--- src/rtl/cache_ctrl_pkg.sv ---
// cache_ctrl_pkg: shared states and constants for the cache refill controller
package cache_ctrl_pkg;
  typedef enum logic [2:0] {IDLE, HIT_RESP, MEM_REQ, MEM_WAIT, REFILL} state_t;
  localparam logic [3:0] WEN_FULL = 4'hF;
  localparam int DEF_TIMEOUT = 256;
endpackage

--- src/rtl/cache_refill_ctrl.sv ---
// cache_refill_ctrl: sequences CPU reads through cache lookup, memory refill and uncached bypass
module cache_refill_ctrl
  import cache_ctrl_pkg::*;
#(
  parameter int TIMEOUT = DEF_TIMEOUT,
  parameter int CNT_W = 32
) (
  input  logic             clk,
  input  logic             reset,
  input  logic             cpu_req,
  input  logic [31:0]      cpu_addr,
  input  logic             cpu_uncached,
  output logic             cpu_ready,
  output logic             cpu_rvalid,
  output logic [31:0]      cpu_rdata,
  output logic             cpu_err,
  output logic             cache_en_r,
  output logic [31:0]      cache_addr_r,
  input  logic             cache_miss,
  input  logic             cache_hit,
  input  logic [31:0]      cache_data_r,
  output logic             cache_refill,
  output logic             cache_en,
  output logic [31:0]      cache_addr_w,
  output logic [31:0]      cache_data_w,
  output logic [3:0]       cache_wen,
  output logic             mem_req,
  output logic [31:0]      mem_addr,
  input  logic             mem_gnt,
  input  logic             mem_rvalid,
  input  logic [31:0]      mem_rdata,
  input  logic             mem_err,
  output logic [CNT_W-1:0] hit_cnt,
  output logic [CNT_W-1:0] miss_cnt
);
  localparam int TW = $clog2(TIMEOUT);
  state_t r_state, w_next;
  logic [31:0] r_req_addr, r_data;
  logic r_req_unc;
  logic [TW-1:0] r_timer;
  logic [CNT_W-1:0] r_hit_cnt, r_miss_cnt;
  logic w_accept, w_wait, w_timeout, w_mem_ok, w_mem_fail, w_unc_ok, w_hit_resp;
  logic w_unused;
  // The registered hit flag is redundant: a hit is already decided by cache_miss at lookup.
  assign w_unused = cache_hit;
  assign cpu_ready = r_state == IDLE || r_state == HIT_RESP;
  assign w_accept = cpu_req && cpu_ready;
  assign w_wait = r_state == MEM_WAIT;
  assign w_hit_resp = r_state == HIT_RESP;
  assign w_timeout = r_timer == TW'(TIMEOUT - 1);
  assign w_mem_ok = w_wait && mem_rvalid && !mem_err;
  assign w_mem_fail = w_wait && (mem_rvalid ? mem_err : w_timeout);
  assign w_unc_ok = w_mem_ok && r_req_unc;
  assign cache_en_r = w_accept && !cpu_uncached;
  assign cache_addr_r = cache_en_r ? cpu_addr : '0;
  assign mem_req = r_state == MEM_REQ;
  assign mem_addr = mem_req ? r_req_addr : '0;
  assign cache_refill = r_state == REFILL;
  assign cache_en = cache_refill;
  assign cache_wen = cache_refill ? WEN_FULL : '0;
  assign cache_addr_w = cache_refill ? r_req_addr : '0;
  assign cache_data_w = cache_refill ? r_data : '0;
  assign cpu_rvalid = w_hit_resp || cache_refill || w_unc_ok || w_mem_fail;
  assign cpu_err = w_mem_fail;
  assign cpu_rdata = w_hit_resp ? cache_data_r : cache_refill ? r_data : w_unc_ok ? mem_rdata : '0;
  assign hit_cnt = r_hit_cnt;
  assign miss_cnt = r_miss_cnt;
  always_comb begin
    w_next = r_state;
    case (r_state)
      IDLE, HIT_RESP: w_next = !w_accept ? IDLE : (cpu_uncached || cache_miss) ? MEM_REQ : HIT_RESP;
      MEM_REQ:        w_next = mem_gnt ? MEM_WAIT : MEM_REQ;
      MEM_WAIT:       w_next = w_mem_ok && !r_req_unc ? REFILL : (w_unc_ok || w_mem_fail) ? IDLE : MEM_WAIT;
      REFILL:         w_next = IDLE;
      default:        w_next = IDLE;
    endcase
  end
  always_ff @(posedge clk) begin
    if (reset) begin
      r_state <= IDLE;
      r_req_addr <= '0;
      r_req_unc <= 1'b0;
      r_data <= '0;
      r_timer <= '0;
      r_hit_cnt <= '0;
      r_miss_cnt <= '0;
    end else begin
      r_state <= w_next;
      if (w_accept) begin
        r_req_addr <= cpu_addr;
        r_req_unc <= cpu_uncached;
      end
      if (cache_en_r && cache_miss) r_miss_cnt <= r_miss_cnt + 1'b1;
      if (cache_en_r && !cache_miss) r_hit_cnt <= r_hit_cnt + 1'b1;
      if (mem_req && mem_gnt) r_timer <= '0;
      else if (w_wait) r_timer <= r_timer + 1'b1;
      if (w_mem_ok) r_data <= mem_rdata;
    end
  end
endmodule

--- config.mk ---
export PLATFORM = sky130hd
export DESIGN_NAME = cache_refill_ctrl
export DESIGN_NICKNAME = d
export VERILOG_FILES = /design/src/rtl/cache_ctrl_pkg.sv /design/src/rtl/cache_refill_ctrl.sv
export SDC_FILE = /design/constraint.sdc
export NUM_CORES = 1
export LEC_CHECK = 0
export ABC_AREA = 1
export CORE_UTILIZATION = 46
export DETAILED_ROUTE_END_ITERATION = 6
export PLACE_DENSITY = 0.95
export SETUP_SLACK_MARGIN = 0.15
export SLEW_MARGIN = 20
export SYNTH_ARGS = -nofsm -noshare
export SYNTH_HDL_FRONTEND = slang
export SYNTH_SLANG_ARGS = --single-unit
--- constraint.sdc ---
create_clock -name clk -period 2.86 [get_ports clk]
set_input_delay 0.572 -clock clk [delete_from_list [all_inputs] [get_ports clk]]
set_output_delay 0.572 -clock clk [all_outputs]
set_load 0.03 [all_outputs]
==> results.sh <==
export IMPL_outcome="completed"
export IMPL_setup_viol=0
export IMPL_dp_hpwl_mm=21.2
export IMPL_floorplan_die_area_um2=17300
export IMPL_area_growth_pct=55.7
export IMPL_grt_first_pass_wirelength_mm=45.7
export IMPL_clock_skew_final_ps=10.7
export IMPL_largest_net_degree_at_the_start_of_global_routing=52
export IMPL_syn_avg_cell_area_um2=6.14
export IMPL_seqCellArea_um2=2800
export IMPL_clock_tree_root_cell="sky130_fd_sc_hd__clkbuf_16"
export IMPL_worstSetupStartpointType="primary input"
export IMPL_grt_overflow=0
export IMPL_effective_utilization_at_floorplan_pct=47.8
export IMPL_tritoncts_buffer_count=17
export IMPL_routed_via_count=9705
export IMPL_core_area_um2=16100
export IMPL_drv_max_cap_violation_count=0
export IMPL_worst_ep_arrival_time_ps=2080
export IMPL_synth_nets=1362
export IMPL_syn_cell_area_um2=7700
export IMPL_final_fill_count=1232
export IMPL_worst_path_buffer_plus_inverter_count=5
export IMPL_critical_path_endpoint_type="output pin"
export IMPL_die_width_um=131
export IMPL_cts_hold_repair_buffers=0
export IMPL_layout_drive_gt1_share_pct=10.0
export IMPL_final_max_slew_violation_count=0
export IMPL_via_count_of_the_first_global_routing_pass=9050
export IMPL_slew_limit_headroom_pct=60.4
export IMPL_antenna_cells_inserted=0
export IMPL_avgViaCountPerCell=5.38
export IMPL_timing_critical_path_slowest_stage_cell="sky130_fd_sc_hd__clkdlybuf4s50_1"
export IMPL_worst_slew_pin_slew_ps=592
export IMPL_detail_route_wl_per_cell_um=16.3
export IMPL_endpoints_failing_hold=0
export IMPL_detailedRoute_firstIterationViolations=876
export IMPL_most_used_cells_in_the_layout_excluding_fill_and_tap_cells="333 x sky130_fd_sc_hd__nand2_1, 263 x sky130_fd_sc_hd__nor2_1, 174 x sky130_fd_sc_hd__clkdlybuf4s50_1"
export IMPL_postSynthCellCount=1254
export IMPL_die_height_um=131
export IMPL_fmax_mhz=377
export IMPL_pre_cts_ws_ps=81.6
export IMPL_yosysWarnings=0
export IMPL_numClockSinks=140
export IMPL_cp_slowest_stage_delay_ps=500
export IMPL_place_gp_congestion=0.962
export IMPL_remaining_drc_errors=0
export IMPL_antenna_found_initial=2
export IMPL_timing_worst_setup_path_type="in -> out"
export IMPL_row_count=46
export IMPL_vdd_ir_drop_worst_uv=395
export IMPL_global_route_total_usage_across_every_layer_pct=32.7
export IMPL_nets=1684
export IMPL_cts_reportedPaths_clkPinSlew_ps=50
export IMPL_clk_insertion_delay_late_ps=420
export IMPL_layout_cells_most_common="sky130_fd_sc_hd__nand2_1"
export IMPL_period_needed_ps=2650
export IMPL_final_antenna_net_count=0
export IMPL_timing_final_ws_setup_ps=205
export IMPL_timing_critical_path_cells="clkdlybuf4s50_1 > inv_1 > nor2_1 > nand2_2 > clkinv_4 > buf_12 > nand2_1 > o221ai_1 > buf_4"
export IMPL_drtPass1Iterations=6
export IMPL_power_leakage_nw=5.06
export IMPL_cts_htree_levels=4
export IMPL_post_route_period_util_pct=92.8
export IMPL_wl_mm=29.4
export IMPL_hp_class="reg -> reg"
export IMPL_power_density_cell_area_nw_per_um2=433
export IMPL_postSynthRegisterBits=140
export IMPL_pin_count=340
export IMPL_critical_path_peak_fanout=17
export IMPL_port_buffer_count=338
export IMPL_cts_tree="done"
export IMPL_rsz_0062_raised_after_global_routing="yes"
export IMPL_fin_setup_tns_ps=0
export IMPL_cpLargestDelayFamily="buffers and inverters"
export IMPL_synth_cell_types=33
export IMPL_critPathRequiredTime_ps=2290
export IMPL_clockBufferDepth=2
export IMPL_ys_seq_area_share_pct=36.4
export IMPL_multi_input_comb_area_um2=4180
==> per-stage QoR <==
stage / area [um2] / instances / hold slack (ps) / util, % / power [mW]
4_1_cts: 11800 / 1804 / 432 / 73.1 / 5.18
3_5_place_dp: 11200 / 1772 / 423 / 69.5 / 2.72
6_report: 12000 / 1805 / 464 / 74.3 / 5.19
5_1_grt: 12000 / 1805 / 479 / 74.3 / 5.33
3_3_place_gp: 11200 / 1772 / 427 / 69.5 / 2.70
2_1_floorplan: 7700 / 1254 / 410 / - / 2.38
==> cell usage after synthesis <==
cell                       number  area (um2)
sky130_fd_sc_hd__nand2_1      333        1250
sky130_fd_sc_hd__nor2_1       263         987
sky130_fd_sc_hd__inv_1        150         563
sky130_fd_sc_hd__dfxtp_1      140        2800
sky130_fd_sc_hd__a21oi_1      106         531
sky130_fd_sc_hd__nand3_1       76         380
sky130_fd_sc_hd__clkbuf_1      49         184
sky130_fd_sc_hd__o221ai_1      32         280
sky130_fd_sc_hd__nand4_1       18         113
sky130_fd_sc_hd__o21ai_0       16        80.1
sky130_fd_sc_hd__nor3_1        14        70.1
sky130_fd_sc_hd__xor2_1         8        70.1
sky130_fd_sc_hd__buf_2          6        30.0
sky130_fd_sc_hd__buf_4          5        37.5
sky130_fd_sc_hd__o21a_1         5        37.5
sky130_fd_sc_hd__xnor2_1        5        43.8
sky130_fd_sc_hd__ha_1           3        37.5
sky130_fd_sc_hd__nor3_2         3        30.0
sky130_fd_sc_hd__a211oi_1       2        15.0
sky130_fd_sc_hd__a31oi_1        2        12.5
sky130_fd_sc_hd__and2_1         2        12.5
sky130_fd_sc_hd__clkinv_1       2        7.51
sky130_fd_sc_hd__inv_2          2        7.51
sky130_fd_sc_hd__nor3b_1        2        15.0
sky130_fd_sc_hd__nor4_1         2        12.5
sky130_fd_sc_hd__buf_1          1        3.75
sky130_fd_sc_hd__nand2_2        1        6.26
sky130_fd_sc_hd__nand2_4        1        11.3
sky130_fd_sc_hd__nand3b_1       1        7.51
sky130_fd_sc_hd__nand4_4        1        21.3
sky130_fd_sc_hd__nor2_4         1        11.3
sky130_fd_sc_hd__nor2_8         1        20.0
sky130_fd_sc_hd__or2_2          1        6.26
==> state kept, by name, summed over array words and instances, names as in the netlist <==
register / cells
hit_cnt: 32
miss_cnt: 32
r_data: 32
r_req_addr: 32
r_req_unc: 1
r_state: 3
r_timer: 8
==> report_power, final <==
part | switching, mW | internal, mW | total (mW)
sequential | 0.0242 | 1.99 | 2.01
combinational | 0.400 | 0.279 | 0.680
clock | 0.853 | 1.64 | 2.50
==> area by class of cell <==
cell class,instances,share of cell area (%)
timing repair buffer,364,29.0
inverter,154,4.90
clock buffer,22,4.04
multi-input combinational,899,34.9
tap,216,2.26
sequential,140,23.4
clock inverter,10,1.55
==> routing by layer <==
layer | vias to the layer above | wire, um | track usage [%] | share of wire, %
met5 | - | 27 | 0 | 0.092
met4 | 4 | 1250 | 16.4 | 4.3
met3 | 117 | 2500 | 7.10 | 8.5
met2 | 564 | 14400 | 56.6 | 49
met1 | 4401 | 11200 | 37.9 | 38
li1 | 4619 | - | - | -
==> cell families (layout without fill, tap and decap cells) <==
family | after synthesis | count (layout) | share of synthesized area (%)
compound gates | 163 | 163 | 12.4
xor+xnor | 13 | 13 | 1.48
fa+ha+maj | 3 | 3 | 0.488
buf+inv | 215 | 550 | 10.8
flops | 140 | 140 | 36.4
simple gates | 720 | 720 | 38.4
==> worst reg2reg max path: cells and delay by family, from the launching register on <==
family	cells	cell delay [ps]
AO/OA/AOI/OAI	2	260
AND/OR/NAND/NOR	4	1000
flip-flops	1	420
buffers and inverters	1	70
adder cells (fa/ha/maj)	1	240
==> worst paths after layout <==
| path | from | endpoint | slack, ps | cells past startpoint |
|---|---|---|---|---|
| worst max register to register | miss_cnt[0] | miss_cnt[24] | 770 | 8 |
| worst min-delay path | r_req_addr[26] | r_req_addr[26] | 460 | 2 |
| worst min register to register | r_req_addr[26] | r_req_addr[26] | 460 | 2 |
| worst max-delay path | mem_rvalid | cpu_rdata[17] | 210 | 9 |
==> timing repair <==
action / in CTS / in global routing
gates resized for setup: 75 / 51
endpoints found under the setup margin: 88 / 54
pin swaps: 0 / 1
buffers inserted: 0 / 1
Note: power is estimated with default switching activity, not from simulation.
==> patch (config.mk and constraints unchanged) <==
Set the package constant `DEF_TIMEOUT` to 128 (it was 256).
--- a/src/rtl/cache_ctrl_pkg.sv
+++ b/src/rtl/cache_ctrl_pkg.sv
@@ -2,6 +2,6 @@
 package cache_ctrl_pkg;
   typedef enum logic [2:0] {IDLE, HIT_RESP, MEM_REQ, MEM_WAIT, REFILL} state_t;
   localparam logic [3:0] WEN_FULL = 4'hF;
-  localparam int DEF_TIMEOUT = 256;
+  localparam int DEF_TIMEOUT = 128;
 endpackage
 
Formal check against the unedited RTL: no difference found for any inputs over 4 cycles, from zero or initial values and one cycle with reset high; that may be too few to reach the edited logic, so the function may still have changed.
==> patch against the unedited design <==
- sequential cell count fell by 1
- die area fell by 1.0%
- setup slack got worse by 0.055 ns
- maximum frequency fell by 2.0%
- total power fell by 6.0%
- final area fell by 5.5%
- routed wire length rose by 3.2%
- largest cell class unchanged
- clock skew fell by 0.00056 ns
- area after synthesis fell by 1.1%
- combinational power fell by 2%
==> patch: results (changes against the unedited design) <==
stage,metric,value,unit,change
outcome,run status,completed,,unchanged
global_route,first-pass GRT wire length,43860,um,was 45740 um
timing,Clock Skew,0.01010,ns,was 0.01066 ns
layout,Final #Nets,1663,,was 1684
yosys,"Seq/Total Area, Yosys",36.54,%,was 36.41%
critical_path,Critical Path AT,2.14,ns,was 2.08 ns
routing,total number of vias,9501,,was 9705
routing,met3 WL post-DR,3579,um,was 2502 um
global_route,initial antenna violation count,18,,was 2
place,DP Wirelength,22980,um,was 21190 um
routing,WL/cell,16.91,um,was 16.27 um
clock_tree,clock transition at the registers of the reported paths,0.06,ns,
yosys,Post-Syn Area per Cell,6.167,um2,was 6.138 um2
routing,number of DRC markers in iteration 0,675,,was 876
power,VDD IR max,0.0003800,V,was 0.0003950 V
critical_path,Worst path slowest cell,clkdlybuf4s50_1,,unchanged
routing,Routed WL,30330,um,was 29380 um
hold_path,hold crit path type,input port to flop,,was flop to flop
yosys,top post-synthesis cells by count,"nand2_1 (328), nor2_1 (251), inv_1 (142)",,"was nand2_1 (333), nor2_1 (263), inv_1 (150)"
power,Pleak,0.004378,uW,was 0.005057 uW
clock_tree,Num CTS Buffers,17,,unchanged
critical_path,CP top delay family,buffers and inverters,,unchanged
yosys,synth top area cells,"dfxtp_1 (37%), nand2_1 (16%), nor2_1 (12%)",,"was dfxtp_1 (36%), nand2_1 (16%), nor2_1 (13%)"
clock_tree,Worst-Skew Late Latency,0.43,ns,
global_route,gr usage total,33.86,%,was 32.68%
clock_tree,Root Driver,clkbuf_16,,unchanged
critical_path,CP Max Fanout,4,,was 17
global_route,vias in the first global route,8387,,was 9050
place,Placed Cells,1752,,was 1772
yosys,yosys warns,0,,unchanged
timing,Slew @ Worst Pin,0.5307,ns,was 0.5924 ns
routing,DRT met1 WL,11750,um,was 11200 um
place,GPL Wtd Cong,0.9702,,was 0.9619
clock_tree,H-tree depth,4,,unchanged
global_route,largest net degree at the start of global routing,49,,was 52
layout,fraction of layout cells with a size suffix above 1,15.18,%,was 10.01%
routing,Detailed Routing Iterations Pass 1,5,,was 6
routing,met2 wire len,13840,um,was 14390 um
critical_path,CP max stage delay,0.66,ns,was 0.50 ns
yosys,Yosys cell types,34,,was 33
yosys,syn nets,1343,,was 1362
-- patch: cell types whose count changed in the layout (fill, tap and decap cells not counted), moves of 11 or more --
cell	before	now
dlygate4sd2_1	73	11
o221ai_1	16	30
nor2_1	263	251
clkbuf_2	1	81
o221ai_2	16	1
dlymetal6s2s_1	21	0
buf_4	81	92
-- patch: final timing paths --
check | slack, ns | depth (start not counted) | end | from
min reg2reg | 0.45 | 1 | r_state[2]$_SDFF_PP0_ | r_req_unc$_SDFFE_PP0P_
max reg2reg | 0.78 | 11 | hit_cnt[26]$_SDFFE_PP0P_ | r_state[1]$_SDFF_PP0_
min | 0.41 | 2 | hit_cnt[19]$_SDFFE_PP0P_ | reset
max | 0.15 | 4 | mem_req | r_state[1]$_SDFF_PP0_
-- patch: cells by family after synthesis --
group / after synthesis / share of synthesized area [%]
compound gates: 167 / 12.93
buf+inv: 209 / 10.79
flops: 139 / 36.54
xor+xnor: 9 / 1.035
fa+ha+maj: 3 / 0.4929
simple gates: 708 / 38.21
-- patch: per-layer routing --
layer / global-route usage, % / up-vias
met2: 52.91 / 505
met4: 16.77 / 14
met1: 38.92 / 4323
met3: 15.80 / 95
met5: 0 / -
li1: - / 4564
-- patch: area by class of cell --
type / count / area (um2)
clock buffers: 17 / 425.4
flip-flops and latches: 139 / 2784
multi-input cells: 887 / 4064
inverters: 147 / 556.8
fillers: 1314 / 4676
well taps: 216 / 270.3
diodes: 10 / 25.02
clock inverters: 15 / 165.2
repair buffers: 363 / 3034
-- patch: timing repair --
action / in CTS / in global routing
gates resized for setup: 101 / 163
hold buffers: 0 / 0
setup endpoints to repair: 124 / 115
-- patch: metrics by stage --
stage / total power, uW / area [um2] / hold WS, ns / setup slack [ns] / utilization, %
detailed placement: 2695 / 11080 / 0.4252 / 0.1427 / 69.24
global placement: 2684 / 11080 / 0.4231 / 0.2288 / 69.24
finish: 4877 / 11320 / 0.4147 / 0.1505 / 70.78
global route: 5024 / 11310 / 0.4171 / 0.06262 / 70.68
CTS: 4879 / 11570 / 0.4037 / 0.1019 / 72.34
floorplan: 2362 / 7626 / 0.4099 / 0.2120 / -
-- patch: report_power, final --
part	switching, uW	internal (uW)	total (uW)
Clock	917	1300	2210
Sequential	25.1	1970	2000
Combinational	397	268	665
